`config.mk`:
```
export PLATFORM = sky130hd
export DESIGN_NAME = rtc_counter
export DESIGN_NICKNAME = d
export VERILOG_FILES = /design/src/rtl/rtc_pkg.sv /design/src/rtl/rtc_counter_wrap_counter.sv /design/src/rtl/rtc_counter.sv
export SDC_FILE = /design/constraint.sdc
export NUM_CORES = 1
export LEC_CHECK = 0
export ABC_AREA = 0
export BUFFER_PORTS_ARGS = -buffer_cell sky130_fd_sc_hd__buf_2
export CAP_MARGIN = 20
export CORE_ASPECT_RATIO = 0.5
export CORE_MARGIN = 4
export CORE_UTILIZATION = 48
export DETAILED_ROUTE_END_ITERATION = 6
export PLACE_DENSITY = 0.7
export SYNTH_ARGS = -nofsm -noshare
export SYNTH_HDL_FRONTEND = slang
export SYNTH_SLANG_ARGS = --single-unit
```
`constraint.sdc`:
```
create_clock -name clk -period 5.27 [get_ports clk]
set_input_delay 1.581 -clock clk [delete_from_list [all_inputs] [get_ports clk]]
set_output_delay 1.581 -clock clk [all_outputs]
set_load 0.005 [all_outputs]
```
`src/rtl/rtc_pkg.sv`:
```
// Shared encodings and limits for the real-time-clock timekeeper.
// Field widths hold 0..59 for second and minute, and 0..23 for hour.
package rtc_pkg;

  typedef enum logic [1:0] {
    MODE_NORMAL   = 2'd0,
    MODE_SET_HOUR = 2'd1,
    MODE_SET_MIN  = 2'd2
  } mode_e;

  localparam int SEC_W    = 6;
  localparam int MIN_W    = 6;
  localparam int HOUR_W   = 5;

  localparam int SEC_MAX  = 59;
  localparam int MIN_MAX  = 59;
  localparam int HOUR_MAX = 23;

endpackage

```
`src/rtl/rtc_counter_wrap_counter.sv`:
```
// Modulo-(MAX+1) counter with synchronous clear.
// carry is high while en is high and the count sits at MAX, so carries can be chained.
module wrap_counter #(
  parameter int MAX = 59,
  parameter int W   = 6
) (
  input  logic         clk,
  input  logic         rst_n,
  input  logic         en,
  input  logic         clr,
  output logic [W-1:0] value,
  output logic         carry
);

  logic [W-1:0] value_q, value_d;
  logic         at_max;

  assign at_max = (value_q == W'(MAX));
  assign carry  = en && at_max;
  assign value  = value_q;

  // clr takes priority over en
  always_comb begin
    value_d = value_q;
    if (clr)         value_d = '0;
    else if (carry)  value_d = '0;
    else if (en)     value_d = value_q + W'(1);
  end

  always_ff @(posedge clk or negedge rst_n) begin
    if (!rst_n) value_q <= '0;
    else        value_q <= value_d;
  end

endmodule

```
`src/rtl/rtc_counter.sv`:
```
// Time-of-day timekeeper: 1 Hz prescaler, sec/min/hour chain, and a
// NORMAL -> SET_HOUR -> SET_MIN mode FSM for setting the time.
module rtc_counter
  import rtc_pkg::*;
#(
  parameter int CLK_DIV = 50000000,
  parameter int DIV_W   = 26
) (
  input  logic              clk,
  input  logic              rst_n,
  input  logic              mode_i,
  input  logic              inc_i,
  output logic [SEC_W-1:0]  second,
  output logic [MIN_W-1:0]  minute,
  output logic [HOUR_W-1:0] hour,
  output logic              sec_tick_o,
  output logic              day_tick_o,
  output logic [1:0]        set_mode_o
);

  mode_e            mode_q, mode_d;
  logic [DIV_W-1:0] presc_q, presc_d;
  logic             sec_tick_q, sec_tick_d;
  logic             day_tick_q, day_tick_d;

  logic sec_en, sec_clr, min_en, hour_en;
  logic sec_carry, min_carry, hour_carry;
  logic term_cnt;

  assign term_cnt = (presc_q == DIV_W'(CLK_DIV - 1));

  always_ff @(posedge clk or negedge rst_n) begin
    if (!rst_n) begin
      mode_q     <= MODE_NORMAL;
      presc_q    <= '0;
      sec_tick_q <= 1'b0;
      day_tick_q <= 1'b0;
    end else begin
      mode_q     <= mode_d;
      presc_q    <= presc_d;
      sec_tick_q <= sec_tick_d;
      day_tick_q <= day_tick_d;
    end
  end

  // A mode pulse always wins over an inc pulse or a terminal count
  // arriving on the same edge.
  always_comb begin
    mode_d     = mode_q;
    presc_d    = '0;
    sec_en     = 1'b0;
    sec_clr    = 1'b0;
    min_en     = 1'b0;
    hour_en    = 1'b0;
    sec_tick_d = 1'b0;
    day_tick_d = 1'b0;
    unique case (mode_q)
      MODE_NORMAL: begin
        if (mode_i) begin
          mode_d  = MODE_SET_HOUR;
          sec_clr = 1'b1;
        end else if (term_cnt) begin
          sec_en     = 1'b1;
          min_en     = sec_carry;
          hour_en    = sec_carry && min_carry;
          sec_tick_d = 1'b1;
          day_tick_d = hour_carry;
        end else begin
          presc_d = presc_q + DIV_W'(1);
        end
      end
      MODE_SET_HOUR: begin
        sec_clr = 1'b1;
        if (mode_i)     mode_d  = MODE_SET_MIN;
        else if (inc_i) hour_en = 1'b1;
      end
      MODE_SET_MIN: begin
        sec_clr = 1'b1;
        if (mode_i)     mode_d = MODE_NORMAL;
        else if (inc_i) min_en = 1'b1;
      end
      default: mode_d = MODE_NORMAL;
    endcase
  end

  wrap_counter #(.MAX(SEC_MAX), .W(SEC_W)) u_sec (
    .clk   (clk),
    .rst_n (rst_n),
    .en    (sec_en),
    .clr   (sec_clr),
    .value (second),
    .carry (sec_carry)
  );

  // Minute wraps without touching hour in SET_MIN because hour_en is
  // only driven from the NORMAL carry path there.
  wrap_counter #(.MAX(MIN_MAX), .W(MIN_W)) u_min (
    .clk   (clk),
    .rst_n (rst_n),
    .en    (min_en),
    .clr   (1'b0),
    .value (minute),
    .carry (min_carry)
  );

  wrap_counter #(.MAX(HOUR_MAX), .W(HOUR_W)) u_hour (
    .clk   (clk),
    .rst_n (rst_n),
    .en    (hour_en),
    .clr   (1'b0),
    .value (hour),
    .carry (hour_carry)
  );

  assign sec_tick_o = sec_tick_q;
  assign day_tick_o = day_tick_q;
  assign set_mode_o = mode_q;

endmodule

```
==> reports/results.tsv <==
metric	value	unit
antenna-violating nets left	0	
final WL	4.70	mm
R2R setup slack	2.88	ns
number of global-route vias before repair	1893	
hold_ws	0.489	ns
setup bufs post-CTS	0	
worst slack at placement	1.93	ns
Post-CTS Hold Buffers	0	
outcome	finished, final reports clean	
Placed Area	2670	µm²
Starting Density	50.0	%
Syn Nets	267	
Via-to-Cell Ratio	5.52	
Worst Path Class, Setup	primary input to flip-flop	
H-tree depth	2	
Synth Warn #	0	
ANT cells	0	
Clock transition at path regs	0.09	ns
CTS tree	yes	
DR WL/cell	13.3	µm
number of synthesized flops with an enable pin	0	
Hold Crit Class	flip-flop to flip-flop	
final setup fails	0	
CTS sink cnt	47	
CORE AREA	4950	µm²
post-synthesis cell count	255	
switching part of the total	31.3	%
RSZ-0062 raised after global routing	false	
Top-Level Pins	25	
CP required	5.46	ns
Clk network pwr share	28.9	%
Peak VDD IR	167	µV
Detailed Routing Iterations Pass 1	4	
total gr overflow	0	
final worst slack	2.25	ns
post-route minimum period	3.02	ns
maxcap violations	0	
Max Slew Vio Count	0	
GRT Total Usage	16.6	%
Synth top cells by count	dfrtp_1 (47), nor2_1 (34), nand2_1 (20)	
Crit. End Element	flip-flop	
initial antenna violation count	0	
final core occ	56.6	%
Core Rows	18	
Final Hold Viols	0	
Switch Pwr	0.294	mW
Vias	1947	
pin count of the biggest net entering global routing	48	
DP Cell Count	344	
fin crit share	57.3	%
HP Start	presc_q[0]$_DFF_PN0_	
slew of the pin with the lowest slew margin	0.583	ns
Min-Delay Endpoint	presc_q[0]$_DFF_PN0_	
Primary FF master, synth	dfrtp_1	
Startpoint Class	primary input	
Hold Path Stages	1	
Die Y	58.8	µm
top cells by area in the synthesized netlist	dfrtp_1 (47%), nor2_1 (5.2%), xnor2_1 (4.6%)	
Setup TNS	0	ns
sequential-to-total area share from yosys stat	47.5	%
Layout Nets	294	
Leak Pwr	1.20	nW
Root Buffer Master	clkbuf_8	
Slew headroom	60.8	%
reg2reg start	set_mode_o[0]$_DFFE_PN0P_	
Longest Clk Path Bufs	2	
crit path DAT	3.21	ns
Die Wd	110	µm
Clock Latency Late Sink	0.30	ns
DP Wirelength	3.37	mm
crit-path max FO	8	
Filler cells	427	
GP Congestion	0.785	
Synth area leader	dfrtp_1	
FF-to-FF path depth	7	
Non-Filler Instances	353	
Comb pwr share	23.7	%
Cell Int Power	0.646	mW
Avg Synthesized Cell Area	9.72	µm²
Residual DRC	0	
layout cells sized above 1	16.3	%
register bit total from synthesis	47	
die area	6440	µm²
Final Skew	0.00562	ns
IO buf count	24	
fmax	0.331	GHz
Pwr per Cell Area	335	nW/µm²
sequential power share	47.4	%
Syn Std Cell Area	2480	µm²
count leader, synth	dfrtp_1	
final instance area	2810	µm²
Post-synth ARST share	100	%
RR Endpoint	u_min.value[5]$_DFFE_PN0P_	
first-pass GRT wire length	8.51	mm
Area Overhead vs Synth	13.2	%
post-synth top area share	47.5	%
drt first-iter violations	98	
Num CTS Buffers	5	
cts repair resizes	0	
count of cell types in the netlist	46	
total power	0.940	mW
[cells in the final DEF, fill, tap and decap left out, drive strengths merged, types with 2 or more instances in the layout]
| cell type | netlist | final |
|---|---|---|
| dfrtp | 47 | 47 |
| nor2 | 34 | 34 |
| buf | 2 | 26 |
| nand2 | 20 | 20 |
| nand3 | 16 | 16 |
| xnor2 | 13 | 13 |
| inv | 12 | 12 |
| a21oi | 12 | 12 |
| xor2 | 8 | 8 |
| ha | 8 | 8 |
| nor4 | 7 | 7 |
| nor3 | 7 | 7 |
| nand4 | 7 | 7 |
| clkbuf | 4 | 6 |
| o21ai | 6 | 6 |
| mux2 | 5 | 5 |
| and4 | 4 | 4 |
| and3 | 4 | 4 |
| a31oi | 4 | 4 |
| or3 | 3 | 3 |
| nand4b | 3 | 3 |
| or4 | 3 | 3 |
| nor2b | 2 | 2 |
| nand2b | 2 | 2 |
| a311oi | 2 | 2 |
| o21a | 2 | 2 |
| nand3b | 2 | 2 |
| o2111ai | 2 | 2 |
| o31ai | 2 | 2 |
[logic make-up after synthesis]
family / after synthesis / share of synthesized area [%]
XOR/XNOR: 21 / 7.42
AND/OR/NAND/NOR: 116 / 24.6
flip-flops: 47 / 47.5
adder cells (fa/ha/maj): 8 / 4.04
AO/OA/AOI/OAI: 39 / 11.0
buffers and inverters: 18 / 2.83
multiplexers: 6 / 2.68
[worst max path at each step]
| stage | startpoint | to | slack (ns) | cells after the start |
|---|---|---|---|---|
| after floorplan | mode_i | u_min.value[5]$_DFFE_PN0P_ | 2.19 | 4 |
| after global placement | mode_i | u_min.value[5]$_DFFE_PN0P_ | 1.97 | 5 |
| after detailed placement | mode_i | u_min.value[5]$_DFFE_PN0P_ | 1.93 | 5 |
| after CTS | mode_i | u_min.value[5]$_DFFE_PN0P_ | 2.25 | 5 |
| after global routing | mode_i | u_min.value[5]$_DFFE_PN0P_ | 2.17 | 5 |
| final | mode_i | u_min.value[5]$_DFFE_PN0P_ | 2.25 | 5 |
[cell type report]
cell class / count / area [µm²] / area share [%]
flip-flops and latches: 47 / 1180 / 41.9
clock buffers: 6 / 82.6 / 2.94
repair buffers: 26 / 148 / 5.26
well taps: 70 / 87.6 / 3.12
inverters: 12 / 45.0 / 1.61
multi-input cells: 190 / 1230 / 43.9
clock inverters: 2 / 35.0 / 1.25
[worst max-delay path, cell delays in order]
cell and delay, ns:
buf_2 0.14, or4_1 0.58, o31ai_4 0.36, o2111ai_1 0.17, a221o_1 0.37
[sequential cells by signal, summed over array words and instances (netlist names)]
| register | cells |
|---|---|
| u_sec.value | 6 |
| sec_tick_o | 1 |
| set_mode_o | 2 |
| u_min.value | 6 |
| u_hour.value | 5 |
| presc_q | 26 |
| day_tick_o | 1 |
[power groups by stage]
| stage | Combinational, mW | Clock (mW) | Sequential [mW] |
|---|---|---|---|
| 2_1_floorplan | 0.153 | 0 | 0.442 |
| 3_3_place_gp | 0.214 | 0 | 0.449 |
| 3_5_place_dp | 0.224 | 0 | 0.453 |
| 4_1_cts | 0.224 | 0.279 | 0.446 |
| 5_1_grt | 0.253 | 0.297 | 0.456 |
| 6_report | 0.223 | 0.271 | 0.446 |
[per-layer routing]
layer,track usage [%],vias up,share of wire (%)
met5,0,-,0
met4,4.26,0,0.70
met3,4.60,5,4.2
met2,28.5,29,48
met1,21.1,939,47
li1,-,974,-
No activity file was read; power rests on OpenSTA's default activity.
